<file path="src/rtl/clas_pkg.sv">
// Shared opcodes and default geometry for the pipelined carry-lookahead add/sub unit.
package clas_pkg;
   localparam logic OP_ADD = 1'b0;
   localparam logic OP_SUB = 1'b1;
   localparam int DEF_WIDTH = 32;
   localparam int DEF_SLICE = 8;
endpackage

</file>
<file path="src/rtl/cla_slice.sv">
// Combinational SLICE-bit carry-lookahead adder; zero latency, no flow control.
module cla_slice #(
   parameter int SLICE = 8
) (
   input  logic [SLICE-1:0] a,
   input  logic [SLICE-1:0] b,
   input  logic             cin,
   output logic [SLICE-1:0] sum,
   output logic             cout
);
   logic [SLICE-1:0] g;
   logic [SLICE-1:0] p;
   logic [SLICE-1:0] c;
   logic             grp_g;
   logic             grp_p;

   always_comb begin
      g = a & b;
      p = a ^ b;
      c = '0;
      c[0] = cin;
      for (int i = 0; i < SLICE - 1; i++) begin
         c[i+1] = g[i] | (p[i] & c[i]);
      end
      // Group generate/propagate gives the slice carry-out independent of the internal chain.
      grp_g = 1'b0;
      grp_p = 1'b1;
      for (int i = 0; i < SLICE; i++) begin
         grp_g = g[i] | (p[i] & grp_g);
         grp_p = grp_p & p[i];
      end
      sum  = p ^ c;
      cout = grp_g | (grp_p & cin);
   end
endmodule

</file>
<file path="src/rtl/clas_pipe.sv">
// Pipelined add/sub, one SLICE per stage; latency STAGES cycles, 1 op/cycle.
// Backpressure: whole pipe freezes when the output is held (in_ready = !out_valid || out_ready).
module clas_pipe
   import clas_pkg::*;
#(
   parameter int WIDTH = DEF_WIDTH,
   parameter int SLICE = DEF_SLICE
) (
   input  logic             clk,
   input  logic             rst,
   input  logic             in_valid,
   output logic             in_ready,
   input  logic [WIDTH-1:0] a,
   input  logic [WIDTH-1:0] b,
   input  logic             sel,
   output logic             out_valid,
   input  logic             out_ready,
   output logic [WIDTH-1:0] result,
   output logic             c_out,
   output logic             ovf,
   output logic             zero
);
   localparam int STAGES = WIDTH / SLICE;

   if ((WIDTH % SLICE) != 0 || WIDTH < SLICE) begin : g_bad_param
      $error("clas_pipe: WIDTH must be a non-zero multiple of SLICE");
   end

   // Index k holds the state entering slice k; index STAGES is the output register.
   logic             v_q  [0:STAGES];
   logic             v_d  [0:STAGES];
   logic             c_q  [0:STAGES];
   logic             c_d  [0:STAGES];
   logic [WIDTH-1:0] r_q  [0:STAGES];
   logic [WIDTH-1:0] r_d  [0:STAGES];
   logic [WIDTH-1:0] a_q  [0:STAGES-1];
   logic [WIDTH-1:0] a_d  [0:STAGES-1];
   logic [WIDTH-1:0] bp_q [0:STAGES-1];
   logic [WIDTH-1:0] bp_d [0:STAGES-1];
   logic             ovf_q;
   logic             ovf_d;
   logic             zero_q;
   logic             zero_d;

   logic [SLICE-1:0] sum_w [0:STAGES-1];
   logic             co_w  [0:STAGES-1];
   logic [WIDTH-1:0] r_last;
   logic             advance;

   for (genvar k = 0; k < STAGES; k++) begin : g_stage
      cla_slice #(.SLICE(SLICE)) u_slice (
         .a    (a_q[k][k*SLICE +: SLICE]),
         .b    (bp_q[k][k*SLICE +: SLICE]),
         .cin  (c_q[k]),
         .sum  (sum_w[k]),
         .cout (co_w[k])
      );
   end

   assign advance = !v_q[STAGES] || out_ready;

   always_comb begin
      r_last = r_q[STAGES-1];
      r_last[(STAGES-1)*SLICE +: SLICE] = sum_w[STAGES-1];
   end

   always_comb begin
      for (int k = 0; k <= STAGES; k++) begin
         v_d[k] = v_q[k];
         c_d[k] = c_q[k];
         r_d[k] = r_q[k];
      end
      for (int k = 0; k < STAGES; k++) begin
         a_d[k]  = a_q[k];
         bp_d[k] = bp_q[k];
      end
      ovf_d  = ovf_q;
      zero_d = zero_q;
      if (advance) begin
         v_d[0]  = in_valid;
         a_d[0]  = a;
         bp_d[0] = (sel == OP_SUB) ? ~b : b;
         c_d[0]  = (sel == OP_SUB);
         r_d[0]  = '0;
         for (int k = 1; k < STAGES; k++) begin
            a_d[k]  = a_q[k-1];
            bp_d[k] = bp_q[k-1];
         end
         for (int k = 0; k < STAGES; k++) begin
            v_d[k+1] = v_q[k];
            c_d[k+1] = co_w[k];
            r_d[k+1] = r_q[k];
            r_d[k+1][k*SLICE +: SLICE] = sum_w[k];
         end
         zero_d = ~|r_last;
         ovf_d  = (a_q[STAGES-1][WIDTH-1] == bp_q[STAGES-1][WIDTH-1]) &&
                  (r_last[WIDTH-1] != a_q[STAGES-1][WIDTH-1]);
      end
   end

   always_ff @(posedge clk or posedge rst) begin
      if (rst) begin
         for (int k = 0; k <= STAGES; k++) begin
            v_q[k] <= 1'b0;
            c_q[k] <= 1'b0;
            r_q[k] <= '0;
         end
         for (int k = 0; k < STAGES; k++) begin
            a_q[k]  <= '0;
            bp_q[k] <= '0;
         end
         ovf_q  <= 1'b0;
         zero_q <= 1'b0;
      end else begin
         v_q    <= v_d;
         c_q    <= c_d;
         r_q    <= r_d;
         a_q    <= a_d;
         bp_q   <= bp_d;
         ovf_q  <= ovf_d;
         zero_q <= zero_d;
      end
   end

   assign in_ready  = advance;
   assign out_valid = v_q[STAGES];
   assign result    = r_q[STAGES];
   assign c_out     = c_q[STAGES];
   assign ovf       = ovf_q;
   assign zero      = zero_q;
endmodule

</file>
<file path="config.mk">
export PLATFORM = sky130hd
export DESIGN_NAME = clas_pipe
export DESIGN_NICKNAME = d
export VERILOG_FILES = /design/src/rtl/clas_pkg.sv /design/src/rtl/cla_slice.sv /design/src/rtl/clas_pipe.sv
export SDC_FILE = /design/constraint.sdc
export NUM_CORES = 1
export LEC_CHECK = 0
export CELL_PAD_IN_SITES_DETAIL_PLACEMENT = 2
export CELL_PAD_IN_SITES_GLOBAL_PLACEMENT = 2
export CORE_MARGIN = 4
export CORE_UTILIZATION = 37
export DETAILED_ROUTE_END_ITERATION = 8
export GPL_TIMING_DRIVEN = 1
export PLACE_DENSITY_LB_ADDON = 0.1
export SLEW_MARGIN = 5
export SYNTH_ARGS = -nofsm -noshare
export SYNTH_HDL_FRONTEND = slang
export SYNTH_SLANG_ARGS = --single-unit
</file>
<file path="constraint.sdc">
create_clock -name clk -period 21.5 [get_ports clk]
set_input_delay 3.225 -clock clk [delete_from_list [all_inputs] [get_ports clk]]
set_output_delay 3.225 -clock clk [all_outputs]
set_load 0.02 [all_outputs]
</file>
Yosys cells after proc, flatten, opt, wreduce, memory -nomap -nowiden:

Cells that the tools add are included.

* register bits after elaboration: 348
* input port bits: 69
* output and inout bits: 37
* logic and storage cells: 193

* equal/unequal tests: 2
* multiplexer cells: 1
* bitwise gates (word level): 161
* reduce and logical (&&, ||, !) cells: 5

Operator list (number)
* $and 1x1->1: 88
* $xor 8x8->8: 8
* $or 1x1->1: 60
* $and 8x8->8: 4
* $mux 32: 1
* $not 32->32: 1
* $reduce_or 32->1: 1
* $logic_not 1->1: 2
* $eq 1x1->1: 1
* $logic_and 1x1->1: 1
* $logic_or 1x1->1: 1
* $ne 1x1->1: 1

Depth between registers and ports, before layout:

Gate-level depths: netlist of the first run.

* depth in word-level cells: 18
* depth in mapped cells: 13
* depth with buffers taken out: 13

Hierarchy:

From an unflattened synthesis of the first run, not the netlist that was laid out.

* cell total of the unflattened synthesis: 1237
* area total of the unflattened synthesis: 11511.0 µm²

Modules (own cells, without submodules)
* clas_pipe: instances 1, cells each 1112, area each 10187.3 µm², sequential area each 6306.0 µm²
* cla_slice at g_stage[3].u_slice: instances 1, cells each 31, area each 334.1 µm², sequential area each 0.0 µm²
* cla_slice at g_stage[2].u_slice: instances 1, cells each 32, area each 332.8 µm², sequential area each 0.0 µm²
* cla_slice at g_stage[1].u_slice: instances 1, cells each 30, area each 330.3 µm², sequential area each 0.0 µm²
* cla_slice at g_stage[0].u_slice: instances 1, cells each 32, area each 326.6 µm², sequential area each 0.0 µm²

Least setup slack after synthesis of the first run:

OpenSTA, ideal clock, no wires.

* path kind: in2out
* from: in out_ready
* to: out in_ready
* arrival time: 3.854 ns
* required time: 18.275 ns
* setup slack: 14.421 ns
* stages on the path: 5
* path buffers: 3
* path through: nor2b_1 -> buf_6 -> clkinv_2 -> buf_6 -> buf_2

* cells in the longest elaborated chain, start to end: 1

Ends and longest elaborated chain
* from (decl): RTL line clas_pipe.sv:17 `input logic out_ready,`
* $logic_or 1x1->1: RTL line clas_pipe.sv:60 `assign advance = !v_q[STAGES] || out_ready;`
* to (decl): RTL line clas_pipe.sv:12 `output logic in_ready,`

Every way passes these cells.

Worst setup path after layout of the first run:

Ends and elaborated chain as after synthesis.

==> results of run 1 <==
==> worst min-delay path, stage by stage, from the launching register on <==
cell and delay (ns):
dfrtp_1 0.34, nand2_1 0.05, nand2_1 0.05
==> synth_stat cells (2+ instances only) <==
| cell type | count | share of area [%] |
|---|---|---|
| nand2_1 | 637 | 21 |
| dfrtp_1 | 252 | 56 |
| o21ai_0 | 56 | 2.5 |
| buf_2 | 52 | 2.3 |
| xnor2_1 | 36 | 2.8 |
| buf_4 | 33 | 2.2 |
| ha_1 | 32 | 3.6 |
| fa_1 | 28 | 5.0 |
| inv_1 | 19 | 0.64 |
| nor2_1 | 10 | 0.33 |
| a21oi_1 | 9 | 0.40 |
| nor4_1 | 9 | 0.50 |
| a211oi_1 | 6 | 0.40 |
| clkbuf_1 | 5 | 0.17 |
| nor3_1 | 5 | 0.22 |
| a2111oi_0 | 3 | 0.23 |
| buf_6 | 2 | 0.20 |
| nand4_1 | 2 | 0.11 |
| o211ai_1 | 2 | 0.13 |
==> per-stage QoR <==
step	worst slack, ns	util [%]	power [mW]
CTS	12.69	44.1	2.05
global placement	12.73	41.2	1.53
floorplan	11.35	-	1.33
global route	12.53	44.1	2.20
detailed placement	12.70	41.2	1.59
finish	12.65	44.1	2.01
==> cell usage in the layout (no fill, tap or decap), drive strengths merged, types with 2 or more instances in the layout <==
master / count
nand4: 2
nor4: 9
ha: 32
o211ai: 2
a21oi: 9
xnor2: 36
dfrtp: 252
clkinv: 4
nor2: 10
o21ai: 56
nor3: 5
clkdlybuf4s50: 104
fa: 28
inv: 21
a211oi: 6
nand2: 637
buf: 7
a2111oi: 4
clkbuf: 39
==> cell families (layout without fill, tap and decap cells) <==
kind of cell / Yosys count / in the layout
fa+ha+maj: 60 / 60
xor+xnor: 37 / 37
simple gates: 668 / 668
compound gates: 80 / 80
buf+inv: 112 / 175
flops: 252 / 252
==> power groups by stage <==
stage | logic [mW] | registers, mW | clock network (mW)
final | 0.719 | 0.842 | 0.447
after global routing | 0.838 | 0.876 | 0.482
after CTS | 0.743 | 0.848 | 0.463
after detailed placement | 0.732 | 0.853 | 0
after global placement | 0.693 | 0.841 | 0
after floorplan | 0.534 | 0.799 | 0
==> sequential cells by signal (all words and copies together) (netlist names) <==
| register | count |
|---|---|
| c_q | 4 |
| v_q | 4 |
| result | 32 |
| c_out | 1 |
| zero | 1 |
| bp_q | 80 |
| r_q | 24 |
| a_q | 80 |
| out_valid | 1 |
| ovf | 1 |
| r_last | 24 |
==> per-layer routing <==
metal | vias to the layer above | global-route usage [%]
met5 | - | 0
met4 | 0 | 3.00
met3 | 27 | 2.01
met2 | 102 | 28.1
met1 | 3975 | 23.0
li1 | 3827 | -
==> how the worst max path moves through the flow <==
stage	start	slack, ns	to
floorplan	rst	11.35	a_q[100]$_DFFE_PP0P_
global placement	out_ready	12.73	in_ready
detailed placement	out_ready	12.70	in_ready
CTS	out_ready	12.69	in_ready
global route	out_ready	12.53	in_ready
finish	out_ready	12.65	in_ready
==> final cells by class <==
class / count / share of cell area (%)
sequential: 252 / 48.0
multi-input combinational: 845 / 32.8
timing repair buffer: 111 / 8.41
clock buffer: 39 / 6.20
tap: 390 / 3.72
inverter: 20 / 0.667
clock inverter: 5 / 0.219
==> metrics.yaml, run 1 <==
synth_cells: 1209
ir_drop_uv: 63.2
die_h_um: 182
grtUsageTotal_pct: 16.5
rsz0062_at_grt: "no"
netSwitchingPower_uw: 769
clk_latency_ns: 0.53
grt_max_degree: 197
hold_buffers: 0
holdPathEnd: "bp_q[89]$_DFFE_PP0P_"
finalNonFillerCells: 1662
tightest_slew_ns: 1.04
power_frac_comb_pct: 35.8
layout-drive-gt1-share_pct: 3.93
reg2reg_depth: 13
num_rows: 63
power.internal_mw: 1.24
required_ns: 18.27
startpoint_type: "input pin"
cpMostUsedCell: "clkdlybuf4s50_1"
synth_fa_ha_area_share_pct: 8.56
synth-compound-area-share_pct: 4.00
route.met2.wl_mm: 13.0
pwr-share-seq_pct: 41.9
netlist_area_mm2: 0.0112
fin_crit_ns: 8.85
period_share_pct: 41.2
ys.flop_type: "dfrtp_1"
grt_pass1_wl_mm: 45.7
fp.dieW_um: 182
grt_pass1_vias: 8738
cp_num_buf_inv: 4
clk_pin_slew_ns: 0.05
yosys_warnings: 0
path_class: "input pin to primary output"
hpwl_mm: 17.7
leakage_nw: 6.50
regArea_mm2: 0.00631
cts_tree: "built"
num_vias: 7931
synth.distinct_cells: 30
ios: 106
power.density_mw_per_mm2: 153
hold_slack_ns: 0.465
multiInputGateArea_mm2: 0.00430
hold_depth: 2
cpPeakStageDelay_ns: 0.65
cts_max_level: 1
ys_ff_latch: 252
end_kind: "primary output"
numCtsBuffers: 29
path_max_fanout: 196
p_sw_share_pct: 38.3
fmax_mhz: 113
antenna_cells: 0
grt_overflow_total: 0
cap_violations: 0
r2r-end: "zero$_DFFE_PP0P_"
drv_slew: 0
num-fill-cells: 3220
drtIter0Drc: 445
start_util_pct: 37.7
avgSynthCellArea_um2: 9.28
hold_violations: 0
die-area_mm2: 0.0332
cts_setup_buffers: 0
hp-class: "flop to flop"
nets: 1388
path_delay_family: "buffers and inverters"
yosysSeqAreaShare_pct: 56.2
cts.repair.resized: 0
synthSimpleGateAreaFrac_pct: 22.8
drt-vias-per-instance: 4.77
syn_nets: 1338
ant_nets: 0
synth_edf_count: 0
core_mm2: 0.0298
postPlaceCellArea_mm2: 0.0123
r2r_start: "a_q[24]$_DFFE_PP0P_"
critical_path_depth: 5
wirelength_met1_mm: 12.7
root_buffer: "clkbuf_16"
area_growth_pct: 17.0
clockBufferDepth: 3
drt_pass1_iterations: 4
crit_slowest_cell: "clkdlybuf4s50_1"
synth_top_family_by_area: "simple AND/OR/NAND/NOR gates"
cts_sinks: 252
synth-xor-area-share_pct: 2.89
io_buffers: 105
skew_ns: 0.00762
antenna_found_initial: 0
final-setup-viol-count: 0
gp_congestion: 0.729
cp_cell_sequence: "clkdlybuf4s50_1 > nor2b_4 > buf_12 > inv_6 > clkdlybuf4s50_1"
wl_met3_um: 797
cp.arrival_ns: 5.63
wl_per_cell_um: 16.2
min-delay-start: "bp_q[89]$_DFFE_PP0P_"
highest_layer: "met4"
fin_tns_setup_ns: 0
design_area_mm2: 0.0131
relSlewSlack_pct: 30.7
async_reset_ff_share_pct: 100
placed_cells: 1618
reg2reg_slack_ns: 17.35
synth_mux_area_share_pct: 0
clkPwrFrac_pct: 22.3
drcViolationCount: 0
outcome: "completed"
wirelength_mm: 27.0
Power figures use the tool's default switching activity.
==> inputs of run 2 (changes only) <==
--- a/config.mk
+++ b/config.mk
@@ -8,7 +8,7 @@
 export CELL_PAD_IN_SITES_DETAIL_PLACEMENT = 2
 export CELL_PAD_IN_SITES_GLOBAL_PLACEMENT = 2
 export CORE_MARGIN = 4
-export CORE_UTILIZATION = 37
+export CORE_UTILIZATION = 33
 export DETAILED_ROUTE_END_ITERATION = 8
 export GPL_TIMING_DRIVEN = 1
 export PLACE_DENSITY_LB_ADDON = 0.1
==> constraint.sdc (replaced) <==
create_clock -name clk -period 7.5 [get_ports clk]
set_input_delay 1.125 -clock clk [delete_from_list [all_inputs] [get_ports clk]]
set_output_delay 1.125 -clock clk [all_outputs]
set_load 0.02 [all_outputs]
==> run 2 against run 1 <==
Against the previous run: clock skew rose by 0.0020 ns; largest cell class unchanged; critical endpoint unchanged; core utilization down 3.9 points; critical path depth unchanged; critical path type unchanged; routed wire length fell by 0.25%.
==> metrics.yaml, run 2 (same netlist as run 1, synthesis figures left out) <==
outcome: "completed"  # unchanged
hold_buffers: 0  # unchanged
grt_pass1_vias: 8588  # was 8,738
fin_tns_setup_ns: 0  # unchanged
drv_slew: 0  # unchanged
fin_crit_ns: 4.61
power.density_mw_per_mm2: 450  # was 153 mW/mm2
cts_tree: "built"  # unchanged
cts_setup_buffers: 0  # unchanged
die_h_um: 192  # was 182 um
grtUsageTotal_pct: 14.8  # was 16.5%
leakage_nw: 6.62  # was 6.50 nW
postPlaceCellArea_mm2: 0.0124  # was 0.0123 mm2
ir_drop_uv: 207  # was 63.2 uV
grt_max_degree: 227  # was 197
fmax_mhz: 217
num_vias: 7908  # was 7,931
antenna_cells: 0  # unchanged
end_kind: "primary output"  # unchanged
cap_violations: 0  # unchanged
ant_nets: 0  # unchanged
post-route-util_pct: 40.1  # was 44.1%
antenna_found_initial: 0  # unchanged
cp_num_buf_inv: 4  # unchanged
layout-drive-gt1-share_pct: 4.92  # was 3.93%
area_growth_pct: 19.9  # was 17.0%
core_mm2: 0.0335  # was 0.0298 mm2
gp_congestion: 0.725  # was 0.729
die-area_mm2: 0.0370  # was 0.0332 mm2
crit_slowest_cell: "clkdlybuf4s50_1"  # unchanged
hpwl_mm: 17.7  # about the same
cts.repair.resized: 0  # unchanged
cts_max_level: 1  # unchanged
drtIter0Drc: 376  # was 445
layout_commonest_cell: "nand2_1"  # unchanged
fp.dieW_um: 192  # was 182 um
final-setup-viol-count: 0  # unchanged
period_share_pct: 61.5
startpoint_type: "input pin"  # unchanged
clockBufferDepth: 3  # unchanged
drcViolationCount: 0  # unchanged
relSlewSlack_pct: 32.5  # was 30.7%
ios: 106  # unchanged
path_delay_family: "buffers and inverters"  # unchanged
clk_latency_ns: 0.54  # was 0.53 ns
hold_depth: 2  # unchanged
hold_violations: 0  # unchanged
min-delay-start: "a_q[57]$_DFFE_PP0P_"  # was bp_q[89]$_DFFE_PP0P_
setup_ws_ns: 2.89  # was 12.65 ns
cp.arrival_ns: 3.49  # was 5.63 ns
rsz0062_at_grt: "no"  # unchanged
wl_per_cell_um: 15.6  # was 16.2 um
start_util_pct: 33.5  # was 37.7%
cpPeakStageDelay_ns: 0.76  # was 0.65 ns
pre_cts_ws_ns: 2.79  # was 12.70 ns
grt_overflow_total: 0  # unchanged
numCtsBuffers: 29  # unchanged
cpMostUsedCell: "clkdlybuf4s50_1"  # unchanged
path_max_fanout: 134  # was 196
r2r_start: "c_q[1]$_DFFE_PP0P_"  # was a_q[24]$_DFFE_PP0P_
reg2reg_slack_ns: 3.32  # was 17.35 ns
io_buffers: 105  # unchanged
path_class: "input pin to primary output"  # unchanged
required_ns: 6.38  # was 18.27 ns
reg2reg_depth: 13  # unchanged
tightest_slew_ns: 1.01  # was 1.04 ns
nets: 1387  # was 1,388
root_buffer: "clkbuf_16"  # unchanged
layout_common_cells: "nand2_1, dfrtp_1, clkdlybuf4s50_1"  # unchanged
wirelength_mm: 26.9  # was 27.0 mm
drt-vias-per-instance: 4.57  # was 4.77
skew_ns: 0.00958  # was 0.00762 ns
r2r-end: "zero$_DFFE_PP0P_"  # unchanged
num_rows: 67  # was 63
num-fill-cells: 3633  # was 3,220
cp_cell_sequence: "clkdlybuf4s50_1 > nor2b_4 > buf_4 > inv_6 > clkdlybuf4s50_1"  # was clkdlybuf4s50_1 > nor2b_4 > buf_12 > inv_6 > clkdlybuf4s50_1
cts_sinks: 252  # unchanged
placed_cells: 1675  # was 1,618
drt_pass1_iterations: 4  # unchanged
hp-class: "flop to flop"  # unchanged
finalNonFillerCells: 1729  # was 1,662
design_area_mm2: 0.0135  # was 0.0131 mm2
holdPathEnd: "a_q[57]$_DFFE_PP0P_"  # was bp_q[89]$_DFFE_PP0P_
grt_pass1_wl_mm: 45.2  # was 45.7 mm
clk_pin_slew_ns: 0.06  # was 0.05 ns
[run 2: cell types whose count changed in the layout (fill, tap and decap cells not counted), sizes merged]
cell	before	now
buf	7	6
bufinv	0	7
clkbuf	39	38
clkinv	4	8
clkinvlp	0	1
inv	21	20
[run 2: worst max path at each step]
stage | start | endpoint | slack [ns] | depth (start not counted)
floorplan | rst | a_q[100]$_DFFE_PP0P_ | 3.06 | 1
global placement | out_ready | in_ready | 2.79 | 5
detailed placement | out_ready | in_ready | 2.79 | 5
CTS | out_ready | in_ready | 2.78 | 5
global route | out_ready | in_ready | 2.68 | 5
finish | out_ready | in_ready | 2.89 | 5
[run 2: stage by stage]
stage / total power, mW / hold slack (ns)
3_3_place_gp: 4.44 / 0.451
6_report: 6.06 / 0.465
3_5_place_dp: 4.56 / 0.457
5_1_grt: 6.63 / 0.488
4_1_cts: 6.21 / 0.471
2_1_floorplan: 3.82 / 0.430
[run 2: power breakdown]
group	switching (mW)	internal (mW)
Sequential	0.449	1.96
Combinational	1.21	0.844
Clock	0.569	1.03
[run 2: area by class of cell]
type	instances	area, um2	share of cell area, %
sequential	252	6310	46.8
multi-input combinational	845	4300	31.9
timing repair buffer	110	1110	8.24
clock buffer	38	840	6.24
tap	448	561	4.16
clock inverter	16	263	1.95
inverter	20	83.8	0.623
[run 2: worst reg2reg max path: stages, from the launching register on]
cell and delay, ns:
dfrtp_1 0.39, inv_1 0.11, fa_1 0.18, inv_1 0.05, fa_1 0.40, fa_1 0.41
fa_1 0.40, fa_1 0.40, fa_1 0.39, fa_1 0.46, nor4b_1 0.32, and4_1 0.29
nand3_1 0.12, o21ai_0 0.17
[run 2: metal layers]
layer  up-vias  GRT usage [%]  routed length, um
met4         0           2.77                294
met1      3938           21.4              13100
met3        21           2.28               1030
met5         -              0                  0
li1       3845              -                  -
met2       104           24.0              12500
==> inputs of run 3 (changes only) <==
==> constraint.sdc (replaced) <==
create_clock -name clk -period 3.93 [get_ports clk]
set_input_delay 0.5895 -clock clk [delete_from_list [all_inputs] [get_ports clk]]
set_output_delay 0.5895 -clock clk [all_outputs]
set_load 0.02 [all_outputs]
==> run 3 against run 2 <==
Against the previous run: die area did not move; sequential power rose by 90%; routed wire length rose by 1.6%; register-to-register slack got worse by 3.2 ns; critical path type is now flop to flop.
==> metrics.yaml, run 3 (same netlist as run 1, synthesis figures left out) <==
layout_commonest_cell: "nand2_1"  # unchanged
design_area_mm2: 0.0134  # was 0.0135 mm2
core_mm2: 0.0335  # unchanged
setup_ws_ns: 0.160  # was 2.89 ns
pwr-share-seq_pct: 41.0  # was 39.8%
power.internal_mw: 6.97  # was 3.83 mW
power_frac_comb_pct: 35.2  # was 33.9%
tightest_slew_ns: 1.01  # about the same
grtUsageMet3_pct: 2.04  # was 2.28%
area_growth_pct: 19.4  # was 19.9%
drcViolationCount: 0  # unchanged
numCtsBuffers: 30  # was 29
outcome: "completed"  # unchanged
leakage_nw: 6.58  # was 6.62 nW
fin_crit_ns: 3.77
cap_violations: 0  # unchanged
path_max_fanout: 2  # was 134
hold_buffers: 0  # unchanged
fmax_mhz: 265
pre_cts_ws_ns: -0.0402  # was 2.79 ns
hp-class: "flop to flop"  # unchanged
cts_max_level: 1  # unchanged
power.density_mw_per_mm2: 836  # was 450 mW/mm2
rsz0062_at_grt: "no"  # unchanged
wl_per_cell_um: 15.8  # was 15.6 um
gr-max-usage-layer: "met2"  # unchanged
io_buffers: 105  # unchanged
drtIter0Drc: 311  # was 376
ir_drop_uv: 359  # was 207 uV
postPlaceCellArea_mm2: 0.0124  # about the same
fp.dieW_um: 192  # unchanged
layout-drive-gt1-share_pct: 5.13  # was 4.92%
clockBufferDepth: 3  # unchanged
netSwitchingPower_mw: 4.23  # was 2.23 mW
grt_overflow_total: 0  # unchanged
cp.arrival_ns: 4.24  # was 3.49 ns
relSlewSlack_pct: 32.5  # about the same
cts_setup_buffers: 0  # unchanged
finalPower_mw: 11.2  # was 6.06 mW
num_rows: 67  # unchanged
ios: 106  # unchanged
reg2reg_slack_ns: 0.16  # was 3.32 ns
wirelength_mm: 27.3  # was 26.9 mm
path_class: "flop to flop"  # was input pin to primary output
clk_latency_ns: 0.55  # was 0.54 ns
grt_max_degree: 161  # was 227
hold_violations: 0  # unchanged
num-fill-cells: 3710  # was 3,633
antenna_found_initial: 0  # unchanged
hpwl_mm: 18.7  # was 17.7 mm
drv_slew: 0  # unchanged
end_kind: "flop"  # was primary output
cts_tree: "built"  # unchanged
cts_sinks: 252  # unchanged
use_met2_pct: 23.8  # was 24.0%
skew_ns: 0.00958  # about the same
required_ns: 4.40  # was 6.38 ns
die_h_um: 192  # unchanged
die-area_mm2: 0.0370  # unchanged
use_met1_pct: 22.3  # was 21.4%
p_sw_share_pct: 37.8  # was 36.7%
antenna_cells: 0  # unchanged
drt-vias-per-instance: 4.56  # was 4.57
grtUsageTotal_pct: 15.1  # was 14.8%
startpoint_type: "flop"  # was input pin
ant_nets: 0  # unchanged
num_vias: 7901  # was 7,908
layout_common_cells: "nand2_1, dfrtp_1, clkdlybuf4s50_1"  # unchanged
root_buffer: "clkbuf_16"  # unchanged
start_util_pct: 33.5  # unchanged
gp_congestion: 0.756  # was 0.725
grt_pass1_wl_mm: 45.7  # was 45.2 mm
hold_slack_ns: 0.463  # was 0.465 ns
drt_pass1_iterations: 4  # unchanged
grt_pass1_vias: 8623  # was 8,588
final-setup-viol-count: 0  # unchanged
clkPwrFrac_pct: 23.8  # was 26.3%
clk_pin_slew_ns: 0.06  # about the same
nets: 1396  # was 1,387
period_share_pct: 95.9
-- run 3: layout make-up --
type                       count  area, um2  area share (%)
timing repair buffer         118       1190            8.91
inverter                      20       83.8           0.626
clock buffer                  44        875            6.53
clock inverter                 7       66.3           0.495
tap                          448        561            4.18
multi-input combinational    845       4310            32.2
sequential                   252       6310            47.1
-- run 3: timing repair --
action                                  CTS  global route
hold endpoints to repair                  0             0
cloned                                    0             0
endpoints found under the setup margin    1             1
gates resized for setup                   2             4
pin swaps                                 0             1
-- run 3: critical path, stage by stage (launching register included) --
cell and delay (ns):
dfrtp_1 0.38, inv_1 0.10, fa_1 0.19, inv_1 0.07
fa_2 0.35, fa_2 0.36, fa_1 0.40, fa_2 0.35
fa_1 0.39, fa_1 0.47, nor4b_2 0.21, and4_1 0.20
nand3_1 0.07, o21ai_1 0.15
-- run 3: worst paths after layout --
| kind | from | endpoint | cells past startpoint |
|---|---|---|---|
| max | a_q[24]$_DFFE_PP0P_ | zero$_DFFE_PP0P_ | 13 |
| min | result[10]$_DFFE_PP0P_ | result[10]$_DFFE_PP0P_ | 2 |
| max reg2reg | a_q[24]$_DFFE_PP0P_ | zero$_DFFE_PP0P_ | 13 |
| min reg2reg | result[10]$_DFFE_PP0P_ | result[10]$_DFFE_PP0P_ | 2 |
| max in group asynchronous | rst | bp_q[112]$_DFFE_PP0P_ | 3 |
| min in group asynchronous | rst | a_q[26]$_DFFE_PP0P_ | 2 |
-- run 3: stage by stage --
step	util [%]	TNS (ns)	std cells
3_3_place_gp	37.1	0	1683
4_1_cts	39.9	0	1734
3_5_place_dp	37.1	-0.0402	1683
5_1_grt	40.0	0	1734
6_report	40.0	0	1734
2_1_floorplan	-	0	1209
-- run 3: power groups by stage --
stage | sequential [mW] | combinational [mW] | clock, mW
after floorplan | 4.37 | 2.92 | 0
after global placement | 4.60 | 3.87 | 0
after detailed placement | 4.66 | 4.03 | 0
after CTS | 4.63 | 4.06 | 2.78
after global routing | 4.77 | 4.61 | 2.89
final | 4.59 | 3.94 | 2.67
-- run 3: routing by layer --
| metal | up-vias | part of all wire, % |
|---|---|---|
| li1 | 3849 | - |
| met1 | 3916 | 50 |
| met2 | 100 | 45 |
| met3 | 36 | 3.3 |
| met4 | 0 | 1.8 |
| met5 | - | 0 |
